==> config.mk <==
export PLATFORM = sky130hd
export DESIGN_NAME = fpu_unpack
export DESIGN_NICKNAME = d
export VERILOG_FILES = /design/src/rtl/fpu_unpack.sv
export SDC_FILE = /design/constraint.sdc
export NUM_CORES = 1
export LEC_CHECK = 0
export CORE_ASPECT_RATIO = 1.2
export CORE_MARGIN = 3
export CORE_UTILIZATION = 48
export CTS_CLUSTER_SIZE = 12
export DETAILED_ROUTE_END_ITERATION = 12
export MAX_ROUTING_LAYER = met4
export PLACE_DENSITY = 0.79
export SETUP_SLACK_MARGIN = 0.1
export SYNTH_ARGS = -nofsm -noshare
export SYNTH_HDL_FRONTEND = slang
export SYNTH_SLANG_ARGS = --single-unit
export TNS_END_PERCENT = 1
==> constraint.sdc <==
create_clock -name clk -period 3.1 [get_ports clk]
set_clock_uncertainty 0.05 [all_clocks]
set_input_delay 0.62 -clock clk [delete_from_list [all_inputs] [get_ports clk]]
set_output_delay 0.62 -clock clk [all_outputs]
set_load 0.03 [all_outputs]
==> src/rtl/fpu_unpack.sv <==
// fpu_unpack: splits an IEEE-754 single-precision operand into sign, unbiased
// exponent and mantissa. It also raises one class flag for NaN, infinity or zero.
// The operand is taken on an in_valid/in_ready handshake. The result is held
// until the out_valid/out_ready handshake completes.
// Optional feature macro: FPU_UNPACK_NORM_EN. When it is defined, denormal
// operands are shifted left one bit per cycle until the hidden bit is set.
// The default build passes denormals through unchanged.
module fpu_unpack (
  input  logic        clk,
  input  logic        rst,
  input  logic [31:0] a_in,
  input  logic        in_valid,
  output logic        in_ready,
  output logic        z_s,
  output logic [9:0]  z_e,
  output logic [26:0] z_m,
  output logic        is_nan,
  output logic        is_inf,
  output logic        is_zero,
  output logic        out_valid,
  input  logic        out_ready
);

  typedef enum logic [1:0] {
    IDLE      = 2'd0,
    UNPACK    = 2'd1,
    NORMALISE = 2'd2,
    DONE      = 2'd3
  } state_t;

  // Operand class encoding used between the classifier and the datapath
  typedef enum logic [2:0] {
    CLS_NORMAL = 3'd0,
    CLS_DENORM = 3'd1,
    CLS_ZERO   = 3'd2,
    CLS_INF    = 3'd3,
    CLS_NAN    = 3'd4
  } cls_t;

  state_t      state_r;
  state_t      state_nxt_s;
  logic [31:0] a_r;
  logic        in_ready_r;
  logic        out_valid_r;
  logic        z_s_r;
  logic [9:0]  z_e_r;
  logic [26:0] z_m_r;
  logic        is_nan_r;
  logic        is_inf_r;
  logic        is_zero_r;

  logic [7:0]  exp_s;
  logic [22:0] frac_s;
  cls_t        cls_s;
  logic [9:0]  unp_e_s;
  logic [26:0] unp_m_s;
  logic        accept_s;

  // Classify an operand from its exponent and fraction fields
  function automatic cls_t classify(input logic [7:0] e, input logic [22:0] f);
    cls_t c;
    if (e == 8'hFF) begin
      c = (f != 23'd0) ? CLS_NAN : CLS_INF;
    end else if (e == 8'h00) begin
      c = (f != 23'd0) ? CLS_DENORM : CLS_ZERO;
    end else begin
      c = CLS_NORMAL;
    end
    return c;
  endfunction

  assign exp_s    = a_r[30:23];
  assign frac_s   = a_r[22:0];
  assign cls_s    = classify(exp_s, frac_s);
  assign accept_s = in_valid && in_ready_r;

  // Unpacked exponent and mantissa for each operand class
  always_comb begin
    unp_e_s = 10'h000;
    unp_m_s = 27'd0;
    case (cls_s)
      CLS_NAN: begin
        unp_e_s = 10'h080;
        unp_m_s = {3'b000, 1'b1, frac_s};
      end
      CLS_INF: begin
        unp_e_s = 10'h080;
        unp_m_s = 27'd0;
      end
      CLS_ZERO: begin
        unp_e_s = 10'h382;
        unp_m_s = 27'd0;
      end
      CLS_DENORM: begin
        unp_e_s = 10'h382;
        unp_m_s = {3'b000, 1'b0, frac_s};
      end
      CLS_NORMAL: begin
        unp_e_s = {2'b00, exp_s} - 10'd127;
        unp_m_s = {3'b000, 1'b1, frac_s};
      end
      default: begin
        unp_e_s = 10'h000;
        unp_m_s = 27'd0;
      end
    endcase
  end

  // Next-state logic of the handshake / normalisation FSM
  always_comb begin
    state_nxt_s = state_r;
    case (state_r)
      IDLE: begin
        if (accept_s) begin
          state_nxt_s = UNPACK;
        end else begin
          state_nxt_s = IDLE;
        end
      end
      UNPACK: begin
`ifdef FPU_UNPACK_NORM_EN
        if (cls_s == CLS_DENORM) begin
          state_nxt_s = NORMALISE;
        end else begin
          state_nxt_s = DONE;
        end
`else
        state_nxt_s = DONE;
`endif
      end
      NORMALISE: begin
`ifdef FPU_UNPACK_NORM_EN
        // The shift on this edge moves bit 22 into the hidden-bit position
        if (z_m_r[22]) begin
          state_nxt_s = DONE;
        end else begin
          state_nxt_s = NORMALISE;
        end
`else
        state_nxt_s = IDLE;
`endif
      end
      DONE: begin
        if (out_ready) begin
          state_nxt_s = IDLE;
        end else begin
          state_nxt_s = DONE;
        end
      end
      default: begin
        state_nxt_s = IDLE;
      end
    endcase
  end

  // State register and the registered handshake outputs
  always_ff @(posedge clk or posedge rst) begin
    if (rst) begin
      state_r     <= IDLE;
      in_ready_r  <= 1'b0;
      out_valid_r <= 1'b0;
    end else begin
      state_r     <= state_nxt_s;
      in_ready_r  <= (state_nxt_s == IDLE);
      out_valid_r <= (state_nxt_s == DONE);
    end
  end

  // Operand capture and the result datapath (load, normalise, hold)
  always_ff @(posedge clk or posedge rst) begin
    if (rst) begin
      a_r       <= 32'd0;
      z_s_r     <= 1'b0;
      z_e_r     <= 10'h000;
      z_m_r     <= 27'd0;
      is_nan_r  <= 1'b0;
      is_inf_r  <= 1'b0;
      is_zero_r <= 1'b0;
    end else begin
      if ((state_r == IDLE) && accept_s) begin
        a_r <= a_in;
      end
      case (state_r)
        UNPACK: begin
          z_s_r     <= a_r[31];
          z_e_r     <= unp_e_s;
          z_m_r     <= unp_m_s;
          is_nan_r  <= (cls_s == CLS_NAN);
          is_inf_r  <= (cls_s == CLS_INF);
          is_zero_r <= (cls_s == CLS_ZERO);
        end
        NORMALISE: begin
`ifdef FPU_UNPACK_NORM_EN
          z_m_r <= {z_m_r[25:0], 1'b0};
          z_e_r <= z_e_r - 10'd1;
`endif
        end
        default: begin
          // IDLE and DONE hold the last result
        end
      endcase
    end
  end

  assign in_ready  = in_ready_r;
  assign out_valid = out_valid_r;
  assign z_s       = z_s_r;
  assign z_e       = z_e_r;
  assign z_m       = z_m_r;
  assign is_nan    = is_nan_r;
  assign is_inf    = is_inf_r;
  assign is_zero   = is_zero_r;

endmodule

After elaboration in Yosys (flattened, before gate mapping)
Index checks and enable logic that the tools add are counted.
Widths: inputs -> output; s select.
{ "totals": {"regBits": 77, "in_bits": 36, "output_inout_bits": 43, "elab_cells": 39} }
{ "op_classes": {"add_sub_neg": 1, "n_eq_ne": 9, "muxes": 9, "reduce_logical": 10} }
{ "op_table": {"columns": ["cell", "n"], "rows": [
  ["$pmux 24 s2", 1],
  ["$pmux 10 s3", 1],
  ["$reduce_bool 23->1", 1],
  ["$sub 8x7->9 const B", 1],
  ["$eq 8x8->1 const B", 1],
  ["$logic_not 8->1", 1],
  ["$pmux 2 s4", 1],
  ["$eq 2x2->1 const B", 3],
  ["$eq 3x2->1 const B", 2],
  ["$mux 2", 3],
  ["$mux 3", 2],
  ["$reduce_or 2->1", 3],
  ["$logic_not 2->1", 2],
  ["$eq 3x1->1 const B", 1],
  ["$eq 3x3->1 const B", 1],
  ["$logic_not 3->1", 1],
  ["$eq 2x1->1 const B", 1],
  ["$logic_and 1x1->1", 2],
  ["$mux 1", 1]
]} }

Logic depth before layout (Yosys ltp)
{ "logic_depth": {"ltp_word": 7, "mapped_depth": 6, "ltp_nobuf": 6} }

Least setup slack after synthesis
Ideal clock, no wire load.
{ "synth_timing": {"kind": "input to register", "startpoint": "input in_valid", "endpoint": "register a_r[0]", "setup_time_ns": 0.125, "t_arrival_ns": 1.617, "required_time_ns": 2.925, "path_slack_ns": 1.308, "stages": 4, "path_buffers": 1, "cell_sequence": "nand2_1 > nor3_2 > buf_2 > mux2_2"} }
{ "synth_between": {"elab_chain_len": 2} }
{ "synth_rtl": {"columns": ["element", "line_no", "rtl"], "rows": [
  ["from (decl)", "12", "input logic in_valid,"],
  ["$logic_and 1x1->1", "75", "assign accept_s = in_valid && in_ready_r;"],
  ["$logic_and 1x1->1", "180", "if ((state_r == IDLE) && accept_s) begin"],
  ["to (signal assigned)", "181", "a_r <= a_in;"],
  ["to (decl)", "42", "logic [31:0] a_r;"]
]} }
No other way between the ends.
A chain may end at the register's enable or synchronous reset.

Final worst setup path
{ "layout_timing": {"startpoint": "register z_e_r[2] (netlist: z_e[2])", "endpoint": "output z_e[2]"} }
{ "layout_rtl": {"columns": ["element", "line_no", "rtl"], "rows": [
  ["from (decl)", "46", "logic [9:0] z_e_r;"],
  ["from (signal assigned)", "186", "z_e_r <= unp_e_s;"],
  ["to (decl)", "15", "output logic [9:0] z_e,"]
]} }
No word-level cell between the ends.

==> results by group <==
Yosys
  • Number of synthesized flops with an enable pin: 0
  • Yosys warning total: 0
  • Ranking of synthesized cells by area: dfrtp_1 (62%), mux2_2 (11%), nand2_1 (11%)
  • Area leader, netlist: dfrtp_1
  • Share of the synthesized area in the top cell type: 0.619
  • Ys flop type: dfrtp_1
  • Post-synth cell types: 33
  • Post-synth ARST share: 1.00
  • Sequential fraction of the synthesis area: 0.619
  • #FFs+latches synth: 73
  • Syn Inst Count: 262
  • Avg Cell Area, Syn: 11.3 um^2
  • Mapped cell area: 2950 um^2
  • Most frequent cells after synthesis: nand2_1 (89), dfrtp_1 (73), mux2_2 (30)
  • Dominant cell by count in the synthesized netlist: nand2_1

Floorplanning
  • Die W: 77.6 um
  • Row Count: 30
  • CORE AREA: 5820 um^2
  • Io pins: 79
  • Die ar.: 7130 um^2
  • Chip Height: 91.9 um
  • Initial Util: 0.507

Min path
  • HP Class: reg -> reg

Place
  • RePlAce Congestion: 0.802
  • HPWL Detailed: 4.33 mm
  • IO Port Bufs: 75

Global routing
  • Initial antenna violation count: 0
  • Total routing usage reported by global routing: 0.188
  • M2 GR Usage: 0.306
  • GRT met3 Usage: 0.0540
  • Total gr overflow: 0
  • Pin count of the biggest net entering global routing: 74
  • Grt peak-use layer: met2
  • Met1 usage: 0.226
  • Global-route wire length before repair: 10.1 mm
  • Vias in the first global route: 2154

Setup path
  • Crit path buf inv count: 1
  • Top delay family on crit path: buffers and inverters
  • Critical path's largest stage delay: 0.70 ns
  • Critical path arrival: 1.41 ns
  • CP max-delay cell: clkdlybuf4s50_1
  • WP data required: 2.43 ns
  • Critical-path cell list: clkdlybuf4s50_1
  • Crit end category: output port
  • Setup Crit Path Kind: reg -> out
  • Startpoint Class: flip-flop
  • Crit-path max FO: 2

Drt
  • Pre-antenna DRT Iters: 4
  • Vias per cell: 4.96
  • Final wirelength: 6.04 mm
  • Per-cell routed wire length: 14.2 um
  • Starting DRC count in detailed routing: 115
  • Post-route ant nets: 0
  • Drc violations: 0
  • Via count: 2108

Clock network
  • Cells resized by post-CTS repair: 0
  • Hold buffers post-CTS: 0
  • CTS H-tree depth: 3
  • Root Buffer: clkbuf_8
  • Worst skew pair latency: 0.34 ns
  • CTS sink count: 73
  • Setup Buffers After CTS: 0
  • CTS max path bufs: 2
  • Clock transition at path regs: 0.07 ns
  • CTS tree: done
  • Cts bufs inserted: 9

STA
  • Tcrit/Tclk final: 0.670
  • Slew Viols, Final: 0
  • Final Hold Viols: 0
  • RSZ-0062 raised after global routing: no
  • Relative slew slack: 0.556
  • Setup_tns: 0 ns
  • # setup viols final: 0
  • Final Critical Period: 2.08 ns
  • FMAX: 481 MHz
  • Worst slew pin tran: 0.666 ns

Final layout
  • Share of cells above drive strength 1: 0.168
  • Register area: 1830 um^2
  • # nets final: 379
  • Antenna cells: 0
  • Area of the multi-input gates: 1050 um^2
  • Fillers: 452
  • Area growth syn-to-layout: 35.7%

Power
  • Pwr Total: 4.42 mW
  • Lkg Pwr: 1.79 nW
  • Max IR drop VDD: 0.675 mV
  • Pwr dens: 1100 nW/um^2

Run status
  • Status: completed

Job
  • Max_cap viols: 0
metrics by stage:
stage / setup slack [ns] / utilization / cells / cell area (um^2) / hold WS (ns)
2_1_floorplan: 0.577 / - / 264 / 2960 / 0.385
3_3_place_gp: 1.01 / 0.652 / 410 / 3800 / 0.408
3_5_place_dp: 0.984 / 0.652 / 410 / 3800 / 0.410
4_1_cts: 0.999 / 0.688 / 425 / 4010 / 0.430
5_1_grt: 0.947 / 0.688 / 425 / 4010 / 0.449
6_report: 1.02 / 0.688 / 425 / 4010 / 0.425
registers in the layout, indices dropped and copies added, names as in the netlist:
register / cells
is_zero: 1
out_valid: 1
z_s: 1
z_m: 24
state_r: 2
is_inf: 1
z_e: 9
a_r: 32
is_nan: 1
in_ready: 1
cell usage in the layout (no fill, tap or decap), types with 2 or more instances in the layout:
master / instances
nand2_1: 89
clkdlybuf4s50_1: 75
dfrtp_1: 73
mux2_2: 30
o21ai_0: 12
clkbuf_8: 9
nor4_1: 5
nand3_1: 4
xor2_1: 4
buf_4: 4
nand4_1: 3
inv_1: 3
conb_1: 3
xnor2_1: 2
a21boi_0: 2
or2_2: 2
ha_1: 2
bufinv_16: 2
area by class of cell:
| cell class | count | share of cell area |
|---|---|---|
| clock buffer | 10 | 0.0319 |
| clock inverter | 5 | 0.0203 |
| inverter | 4 | 0.00375 |
| multi-input combinational | 173 | 0.263 |
| sequential | 73 | 0.456 |
| tap | 80 | 0.0250 |
| timing repair buffer | 80 | 0.200 |
power breakdown:
part / switching, mW / internal, mW
combinational: 1.02 / 0.852
sequential: 0.351 / 1.41
clock: 0.339 / 0.449
worst paths after layout:
| path | startpoint | endpoint | cells after the start | slack (ns) |
|---|---|---|---|---|
| max in group asynchronous | rst | is_nan | 3 | 2.07 |
| max reg2reg | a_r[23] | z_e[2] | 6 | 1.20 |
| min | z_m[7] | z_m[7] | 2 | 0.42 |
| min in group asynchronous | rst | z_m[16] | 3 | 0.60 |
| max | z_e[2] | z_e[2] | 1 | 1.02 |
| min reg2reg | z_m[7] | z_m[7] | 2 | 0.42 |
routing by layer:
layer  share of wire  vias to the layer above
met2            0.51                       54
met5               0                        -
met3           0.045                        8
met4           0.012                        0
li1                -                     1026
met1            0.43                     1020
cells by family (layout without fill, tap and decap cells):
| group | count (synthesis) | count (layout) | synth area share |
|---|---|---|---|
| fa+ha+maj | 2 | 2 | 0.00848 |
| simple gates | 114 | 114 | 0.172 |
| compound gates | 18 | 18 | 0.0377 |
| mux | 30 | 30 | 0.114 |
| buf+inv | 18 | 99 | 0.0297 |
| flops | 73 | 73 | 0.619 |
| xor+xnor | 6 | 6 | 0.0178 |
| other cells | 1 | 3 | 0.00127 |
Power figures use the tool's default switching activity.
